--- src/rtl/shift_sequencer_pkg.sv ---
// shift_sequencer_pkg: op and state encodings shared by the sequencer and its shift core
package shift_sequencer_pkg;
    typedef enum logic [2:0] {
        OP_CLR,
        OP_LOAD,
        OP_LSR,
        OP_LSL,
        OP_ASR,
        OP_SIN,
        OP_ROR,
        OP_ROL
    } op_t;
    typedef enum logic [1:0] {
        S_IDLE,
        S_RUN,
        S_DONE
    } state_t;
endpackage

--- src/rtl/shift_sequencer_if.sv ---
// shift_sequencer_if: command/status bundle between a front end (master) and the sequencer (slave)
//   master drives start/op/cnt/din/sin/abort, reads ready/busy/done/q
interface shift_sequencer_if #(
    parameter int WIDTH = 8,
    parameter int CNT_W = 4
);
    logic             start;
    logic [2:0]       op;
    logic [CNT_W-1:0] cnt;
    logic [WIDTH-1:0] din;
    logic             sin;
    logic             abort;
    logic             ready;
    logic             busy;
    logic             done;
    logic [WIDTH-1:0] q;
    modport master (output start, op, cnt, din, sin, abort, input ready, busy, done, q);
    modport slave (input start, op, cnt, din, sin, abort, output ready, busy, done, q);
endinterface

--- src/rtl/shift_sequencer_core.sv ---
// shift_core: WIDTH-bit multi-mode register, applies one op step per enabled clock
//   clk/rst: clock, async active-high reset; en: step enable; op: step kind
//   din: parallel load value; sin: serial bit into MSB; q: register contents
module shift_core
    import shift_sequencer_pkg::*;
#(
    parameter int WIDTH = 8
) (
    input  logic             clk,
    input  logic             rst,
    input  logic             en,
    input  op_t              op,
    input  logic [WIDTH-1:0] din,
    input  logic             sin,
    output logic [WIDTH-1:0] q
);
    logic [WIDTH-1:0] nxt;
    always_comb begin
        nxt = q;
        case (op)
            OP_CLR:  nxt = '0;
            OP_LOAD: nxt = din;
            OP_LSR:  nxt = {1'b0, q[WIDTH-1:1]};
            OP_LSL:  nxt = {q[WIDTH-2:0], 1'b0};
            OP_ASR:  nxt = {q[WIDTH-1], q[WIDTH-1:1]};
            OP_SIN:  nxt = {sin, q[WIDTH-1:1]};
            OP_ROR:  nxt = {q[0], q[WIDTH-1:1]};
            OP_ROL:  nxt = {q[WIDTH-2:0], q[WIDTH-1]};
            default: nxt = q;
        endcase
    end
    always_ff @(posedge clk or posedge rst) begin
        if (rst) q <= '0;
        else if (en) q <= nxt;
    end
endmodule

--- src/rtl/shift_sequencer.sv ---
// shift_sequencer: accepts {op, cnt, din} commands and steps the shift core cnt times, pulsing done at the end
//   clk/rst: clock, async active-high reset; bus: slave side of shift_sequencer_if
module shift_sequencer
    import shift_sequencer_pkg::*;
#(
    parameter int WIDTH = 8,
    parameter int CNT_W = 4
) (
    input logic clk,
    input logic rst,
    shift_sequencer_if.slave bus
);
    state_t           state, nxt;
    op_t              op_r;
    logic [WIDTH-1:0] din_r;
    logic [CNT_W-1:0] ctr;
    logic [WIDTH-1:0] q;
    logic             accept, step, last;
    assign accept = state == S_IDLE && bus.start;
    // abort suppresses the step on the edge it is seen
    assign step   = state == S_RUN && !bus.abort;
    // clear/load are single-step regardless of the counter
    assign last   = op_r == OP_CLR || op_r == OP_LOAD || ctr == CNT_W'(1);
    always_comb begin
        nxt = state;
        case (state)
            S_IDLE:  if (bus.start) nxt = (bus.op[2:1] == 2'b00 || bus.cnt != '0) ? S_RUN : S_DONE;
            S_RUN:   nxt = bus.abort ? S_IDLE : (last ? S_DONE : S_RUN);
            S_DONE:  nxt = S_IDLE;
            default: nxt = S_IDLE;
        endcase
    end
    always_ff @(posedge clk or posedge rst) begin
        if (rst) begin
            state <= S_IDLE;
            op_r  <= OP_CLR;
            din_r <= '0;
            ctr   <= '0;
        end else begin
            state <= nxt;
            if (accept) begin
                op_r  <= op_t'(bus.op);
                din_r <= bus.din;
                ctr   <= bus.cnt;
            end else if (step) begin
                ctr <= ctr - 1'b1;
            end
        end
    end
    shift_core #(.WIDTH(WIDTH)) u_core (
        .clk (clk),
        .rst (rst),
        .en  (step),
        .op  (op_r),
        .din (din_r),
        .sin (bus.sin),
        .q   (q)
    );
    assign bus.q     = q;
    assign bus.ready = state == S_IDLE;
    assign bus.busy  = state == S_RUN;
    assign bus.done  = state == S_DONE;
endmodule

--- src/flat_wrapper.sv ---
// flat-port wrapper written by rule: the top's interface ports become plain ports
module shift_sequencer_flat import shift_sequencer_pkg::*;
#(
    parameter int WIDTH = 8,
    parameter int CNT_W = 4
)
  (clk, rst, bus_start, bus_op, bus_cnt, bus_din, bus_sin, bus_abort, bus_ready, bus_busy, bus_done, bus_q);
  shift_sequencer_if #(.WIDTH(WIDTH), .CNT_W(CNT_W)) bus_i ();
  input logic clk;
  input logic rst;
  input wire logic [$bits(bus_i.start)-1:0] bus_start;
  input wire logic [$bits(bus_i.op)-1:0] bus_op;
  input wire logic [$bits(bus_i.cnt)-1:0] bus_cnt;
  input wire logic [$bits(bus_i.din)-1:0] bus_din;
  input wire logic [$bits(bus_i.sin)-1:0] bus_sin;
  input wire logic [$bits(bus_i.abort)-1:0] bus_abort;
  output wire logic [$bits(bus_i.ready)-1:0] bus_ready;
  output wire logic [$bits(bus_i.busy)-1:0] bus_busy;
  output wire logic [$bits(bus_i.done)-1:0] bus_done;
  output wire logic [$bits(bus_i.q)-1:0] bus_q;
  assign bus_i.start = bus_start;
  assign bus_i.op = bus_op;
  assign bus_i.cnt = bus_cnt;
  assign bus_i.din = bus_din;
  assign bus_i.sin = bus_sin;
  assign bus_i.abort = bus_abort;
  assign bus_ready = bus_i.ready;
  assign bus_busy = bus_i.busy;
  assign bus_done = bus_i.done;
  assign bus_q = bus_i.q;
  shift_sequencer #(.WIDTH(WIDTH), .CNT_W(CNT_W)) u_core (.clk(clk), .rst(rst), .bus(bus_i));
endmodule
--- config.mk ---
export PLATFORM = sky130hd
export DESIGN_NAME = shift_sequencer_flat
export DESIGN_NICKNAME = d
export VERILOG_FILES = /design/src/rtl/shift_sequencer_pkg.sv /design/src/rtl/shift_sequencer_if.sv /design/src/rtl/shift_sequencer_core.sv /design/src/rtl/shift_sequencer.sv /design/src/flat_wrapper.sv
export SDC_FILE = /design/constraint.sdc
export NUM_CORES = 1
export LEC_CHECK = 0
export BUFFER_PORTS_ARGS = -buffer_cell sky130_fd_sc_hd__buf_4
export CAP_MARGIN = 15
export CORE_UTILIZATION = 47
export CTS_CLUSTER_SIZE = 14
export DETAILED_ROUTE_END_ITERATION = 16
export GPL_TIMING_DRIVEN = 0
export PLACE_DENSITY_LB_ADDON = 0.3
export SLEW_MARGIN = 0
export SYNTH_ARGS = -nofsm -noshare
export SYNTH_HDL_FRONTEND = slang
export SYNTH_SLANG_ARGS = --single-unit
export TNS_END_PERCENT = 5
--- constraint.sdc ---
create_clock -name clk -period 1.5 [get_ports clk]
set_input_delay 0.075 -clock clk [delete_from_list [all_inputs] [get_ports clk]]
set_output_delay 0.075 -clock clk [all_outputs]
set_load 0.005 [all_outputs]
* After elaboration in Yosys (flattened, before gate mapping)
Index checks and enable logic that the tools add are counted.
** Word-level totals
- Register bits :: 25
** Cells by class
- Add/sub/neg operators :: 1
- Equality and inequality tests :: 11
- Mux-type cells :: 8
- Bitwise operators :: 1
- Reduce and logical (&&, ||, !) cells :: 12
** Operators with widths (count)
- $pmux W8 S8 :: 1
- $eq A3 B3 Y1 const B :: 4
- $mux W2 :: 4
- $mux W4 :: 2
- $eq A3 B2 Y1 const B :: 2
- $eq A4 B1 Y1 const B :: 1
- $logic_not A2 Y1 :: 2
- $pmux W2 S2 :: 1
- $reduce_bool A4 Y1 :: 1
- $sub A4 B1 Y4 const B :: 1
- $eq A3 B1 Y1 const B :: 1
- $logic_not A3 Y1 :: 1
- $logic_or A1 B1 Y1 :: 3
- $eq A2 B1 Y1 const B :: 1
- $eq A2 B2 Y1 const B :: 1
- $logic_and A1 B1 Y1 :: 2
- $ne A2 B2 Y1 const B :: 1
- $reduce_and A2 Y1 :: 1
- $reduce_bool A2 Y1 :: 1
- $logic_not A1 Y1 :: 1
- $not A1 Y1 :: 1

* Longest topological paths before layout
- Depth in word-level cells :: 6
- Gate-level depth with buffers :: 5

* Hierarchy
A second synthesis with hierarchy kept.
** Second synthesis, totals
- Cell total of the unflattened synthesis :: 119
- Area total of the unflattened synthesis :: 1336.3 um2
** Modules (own cells, without submodules)
- shift_sequencer :: instances 1, cells an instance 66, area each 829.5 um2, seq. area each 425.4 um2
- shift_core :: instances 1, cells an instance 53, area each 506.7 um2, seq. area each 200.2 um2

* Worst setup path before layout
Ideal clock, no wire load.
- Path kind :: register to register
- Start point :: register u_core.state[0]
- End point :: register u_core.din_r[6]
- Arrival :: 1.358 ns
- Required time :: 1.375 ns
- Path slack :: 0.017 ns
- Cell stages (with the launch flop) :: 5
- Buffers on the path :: 2
- Period minus slack after synthesis :: 1.483 ns
- Cell sequence :: dfrtp_1 > buf_4 > nor3b_4 > buf_6 > mux2_4
** Between the ends
- Word-level cells in the longest chain between the ends :: 2
** Ends and longest elaborated chain
- from (decl) :: line shift_sequencer.sv:13 : state_t state, nxt;
- from (signal assigned) :: line shift_sequencer.sv:40 : state <= nxt;
- $logic_not A2 Y1 :: line shift_sequencer.sv:19 : assign accept = state == S_IDLE && bus.start;
- $logic_and A1 B1 Y1 :: line shift_sequencer.sv:19
- to (signal assigned) :: line shift_sequencer.sv:43 : din_r <= bus.din;
- to (decl) :: line shift_sequencer.sv:15 : logic [WIDTH-1:0] din_r;
No other way between the ends.
A chain may end at the register's enable or synchronous reset.

* Worst setup path in the final report
- Start point :: register u_core.op_r[1]
- End point :: register u_core.u_core.q[1]
** Between the ends
- Word-level cells in the longest chain between the ends :: 2
- Elaborated cells between the ends (all ways) :: 9
- Those cells by class :: eq/ne (7); mux (1); reduce/logical (1)
** Ends and longest elaborated chain
- from (decl) :: line shift_sequencer.sv:14 : op_t op_r;
- from (signal assigned) :: line shift_sequencer.sv:42 : op_r <= op_t'(bus.op);
- $eq A3 B3 Y1 (tied with other cells) :: line shift_sequencer_core.sv:20 : case (op)
- $pmux W8 S8 (*) :: line shift_sequencer_core.sv:20
- to (signal assigned) :: line shift_sequencer_core.sv:34 : else if (en) q <= nxt;
- to (decl) :: line shift_sequencer_core.sv:15 : output logic [WIDTH-1:0] q
Every way passes the cells marked *; elsewhere a longest branch is shown, timed or not.

==> flow_metrics.tcl <==
set metrics [dict create \
    drive_above_1_share_pct 32.0 \
    antenna_found_initial 0 \
    first_iter_violations 42 \
    synthFlopType "dfrtp_1" \
    dieArea_mm2 0.00307 \
    clkLatencyLatePin_ns 0.31 \
    instances_no_fill 209 \
    stdcell_area_mm2 0.00181 \
    gp_congestion 0.782 \
    wl_um 3060 \
    placed_cell_area_mm2 0.00161 \
    viasPerCell 5.43 \
    row_count 19 \
    hold_viol_final 0 \
    antenna_cells 0 \
    clk_pin_slew_ns 0.12 \
    fin_nets 201 \
    final_util_pct 66.1 \
    report.final.slew_viol_count 0 \
    dp_cells 187 \
    totalPowerFinal_mw 3.15 \
    outcome "finished clean" \
    yosys-top-cells-area "dfrtp_1, mux2_2, o21ai_0" \
    synth_area_mm2 0.00134 \
    postSynthAreaPerCell_um2 10.6 \
    timing.slew.headroom_pct 36.6 \
    ctsHtreeMaxLevel 1 \
    async_flop_share_pct 100 \
    portBuffers 30 \
    synth_nets 148 \
    cts_made_buffers 3 \
    post-place-ws_ns -0.180 \
    fin_crit_sh_pct 99.0 \
    grt_usage_pct 21.7 \
    dr_total_vias 1135 \
    whs_ns 0.0491 \
    drcViolationCount 0 \
    grt_pass1_vias 1123 \
    synth-edff-count 0 \
    netlist_instances 126 \
    synth_seq_cells 25 \
    crit_type "reg -> reg" \
    io_pins 31 \
    synth.distinct_cells 37 \
    setup_tns_ns 0 \
    clk_path_buf_depth 2 \
    start_util_pct 49.1 \
    routedWlPerCell_um 14.6 \
    root_buffer "clkbuf_4" \
    cp.arrival_ns 1.67 \
    grt_max_degree 26 \
    p_sw_mw 1.21 \
    ys_seq_area_share_pct 46.6 \
    rr_worst_depth 3 \
    setup_viol 0 \
    clock-sinks 25 \
    start_kind "flop" \
    power.share.clock_pct 9.4 \
    worst_slew_pin_slew_ns 0.950 \
    hold_path_depth 3 \
    ir_worst_vdd_mv 1.23 \
    synth_top_area_share_pct 46.6 \
    dr.pass1.iters 4 \
    synth.most_common_cell "dfrtp_1" \
    p_per_area_mw_per_mm2 1740 \
    synth_top_area_cell "dfrtp_1" \
    grt_pass1_wl_um 5250 \
    dp.final_hpwl_um 2070 \
    die_w_um 55.4 \
    timing.rr.start "u_core.op_r[1]" \
    hold_start "bus_start" \
    setup_ws_ns 0.0148 \
    reg2reg_to "u_core.u_core.q[1]" \
    hold_path_end "u_core.state[1]" \
    combPwrFrac_pct 50.9 \
    period_needed_ns 1.49 \
    ant_nets 0 \
    path_max_fanout 10 \
    rsz0062_at_grt "yes" \
    hp-class "in -> reg" \
    power_leakage_nw 0.843 \
    skew_ns 0.00391 \
    seq_power_share_pct 39.7 \
    critPathCaptureType "flop" \
    coreArea_mm2 0.00273 \
    die_h_um 55.4 \
    overflow 0 \
    p_sw_share_pct 38.5 \
    cts_tree "done" \
    yosys_warnings 0 \
    r2r_slack_ns 0.01 \
    p_int_mw 1.93 \
    maxCapViolations 0 \
    fmax_mhz 673 \
    cp.required_ns 1.68 \
    area_growth_pct 34.8 \
    synthTopCellsByCount "dfrtp_1, nand2_1, nor2_1" \
]
==> cells in the final DEF, fill, tap and decap left out, drive strengths merged <==
master,count
a2bb2oi,2
nor2,11
a22oi,2
a221o,2
dlygate4sd3,16
or3b,1
xor2,1
nand3,1
o311a,1
a31oi,1
mux2,10
and3,6
nand2,12
a21oi,2
o21ai,9
nor2b,7
inv,7
buf,37
a22o,1
mux2i,1
o32ai,1
o211ai,1
o31ai,1
o21bai,1
o21a,1
nor4,1
clkbuf,5
o2bb2ai,1
dfrtp,25
nor3,1
nor3b,2
a221oi,5
o22ai,1
ha,2
==> flip-flops by register name, indices dropped and copies added (netlist names) <==
| name | count |
|---|---|
| u_core.ctr | 4 |
| u_core.op_r | 3 |
| u_core.state | 2 |
| u_core.din_r | 8 |
| u_core.u_core.q | 8 |
==> power by group through the flow <==
| stage | clock, mW | combinational [mW] | sequential, mW |
|---|---|---|---|
| detailed placement | 0 | 1.55 | 1.26 |
| CTS | 0.304 | 1.61 | 1.24 |
| floorplan | 0 | 1.12 | 1.18 |
| global route | 0.333 | 1.77 | 1.29 |
| finish | 0.296 | 1.60 | 1.25 |
| global placement | 0 | 1.50 | 1.24 |
==> worst max-delay path, cell delays in order, from the launching register on <==
cell	delay, ns
dfrtp_1	0.46
buf_2	0.21
o31ai_2	0.50
o21ai_0	0.19
==> layout make-up <==
cell class                      count  area (µm²)
Buffer                              6        45.0
Clock buffer                        4        26.3
Fill cell                         220         926
Inverter                            7        26.3
Multi-Input combinational cell     88         646
Sequential cell                    25         626
Tap cell                           31        38.8
Timing Repair Buffer               48         400
==> worst max-delay path by stage <==
stage                     slack (ns)            endpoint  cells past startpoint             from
after floorplan                 0.02     u_core.din_r[6]                      4  u_core.state[0]
after global placement         -0.15     u_core.din_r[6]                      4  u_core.state[0]
after detailed placement       -0.18      u_core.op_r[0]                      4  u_core.state[0]
after CTS                       0.02  u_core.u_core.q[1]                      3   u_core.op_r[1]
after global routing           -0.07  u_core.u_core.q[7]                      4   u_core.op_r[0]
final                           0.01  u_core.u_core.q[1]                      3   u_core.op_r[1]
==> layer usage <==
layer / up-vias / track usage (%) / routed length [µm]
li1: 557 / - / -
met1: 536 / 30.0 / 1410
met2: 37 / 35.8 / 1470
met3: 5 / 2.11 / 127
met4: 0 / 7.50 / 48
met5: - / 0 / 0
==> kinds of logic after synthesis <==
logic type | share of synthesized area [%]
AOI/OAI and AO/OA | 18.1
xor gates and xnor gates | 0.653
adders and majority gates | 1.87
buffers and inverters | 5.22
DFF | 46.6
muxes | 9.98
and+or+nand+nor | 17.5
==> repair_timing <==
| item | 4_1_cts | 5_1_grt |
|---|---|---|
| hold buffers | 16 | 0 |
| pin swaps | 1 | 0 |
| setup buffers | 2 | 0 |
| endpoints found under the hold margin | 40 | 0 |
| endpoints found under the setup margin | 13 | 13 |
| gates resized for setup | 0 | 2 |
No activity file was read; power rests on OpenSTA's default activity.
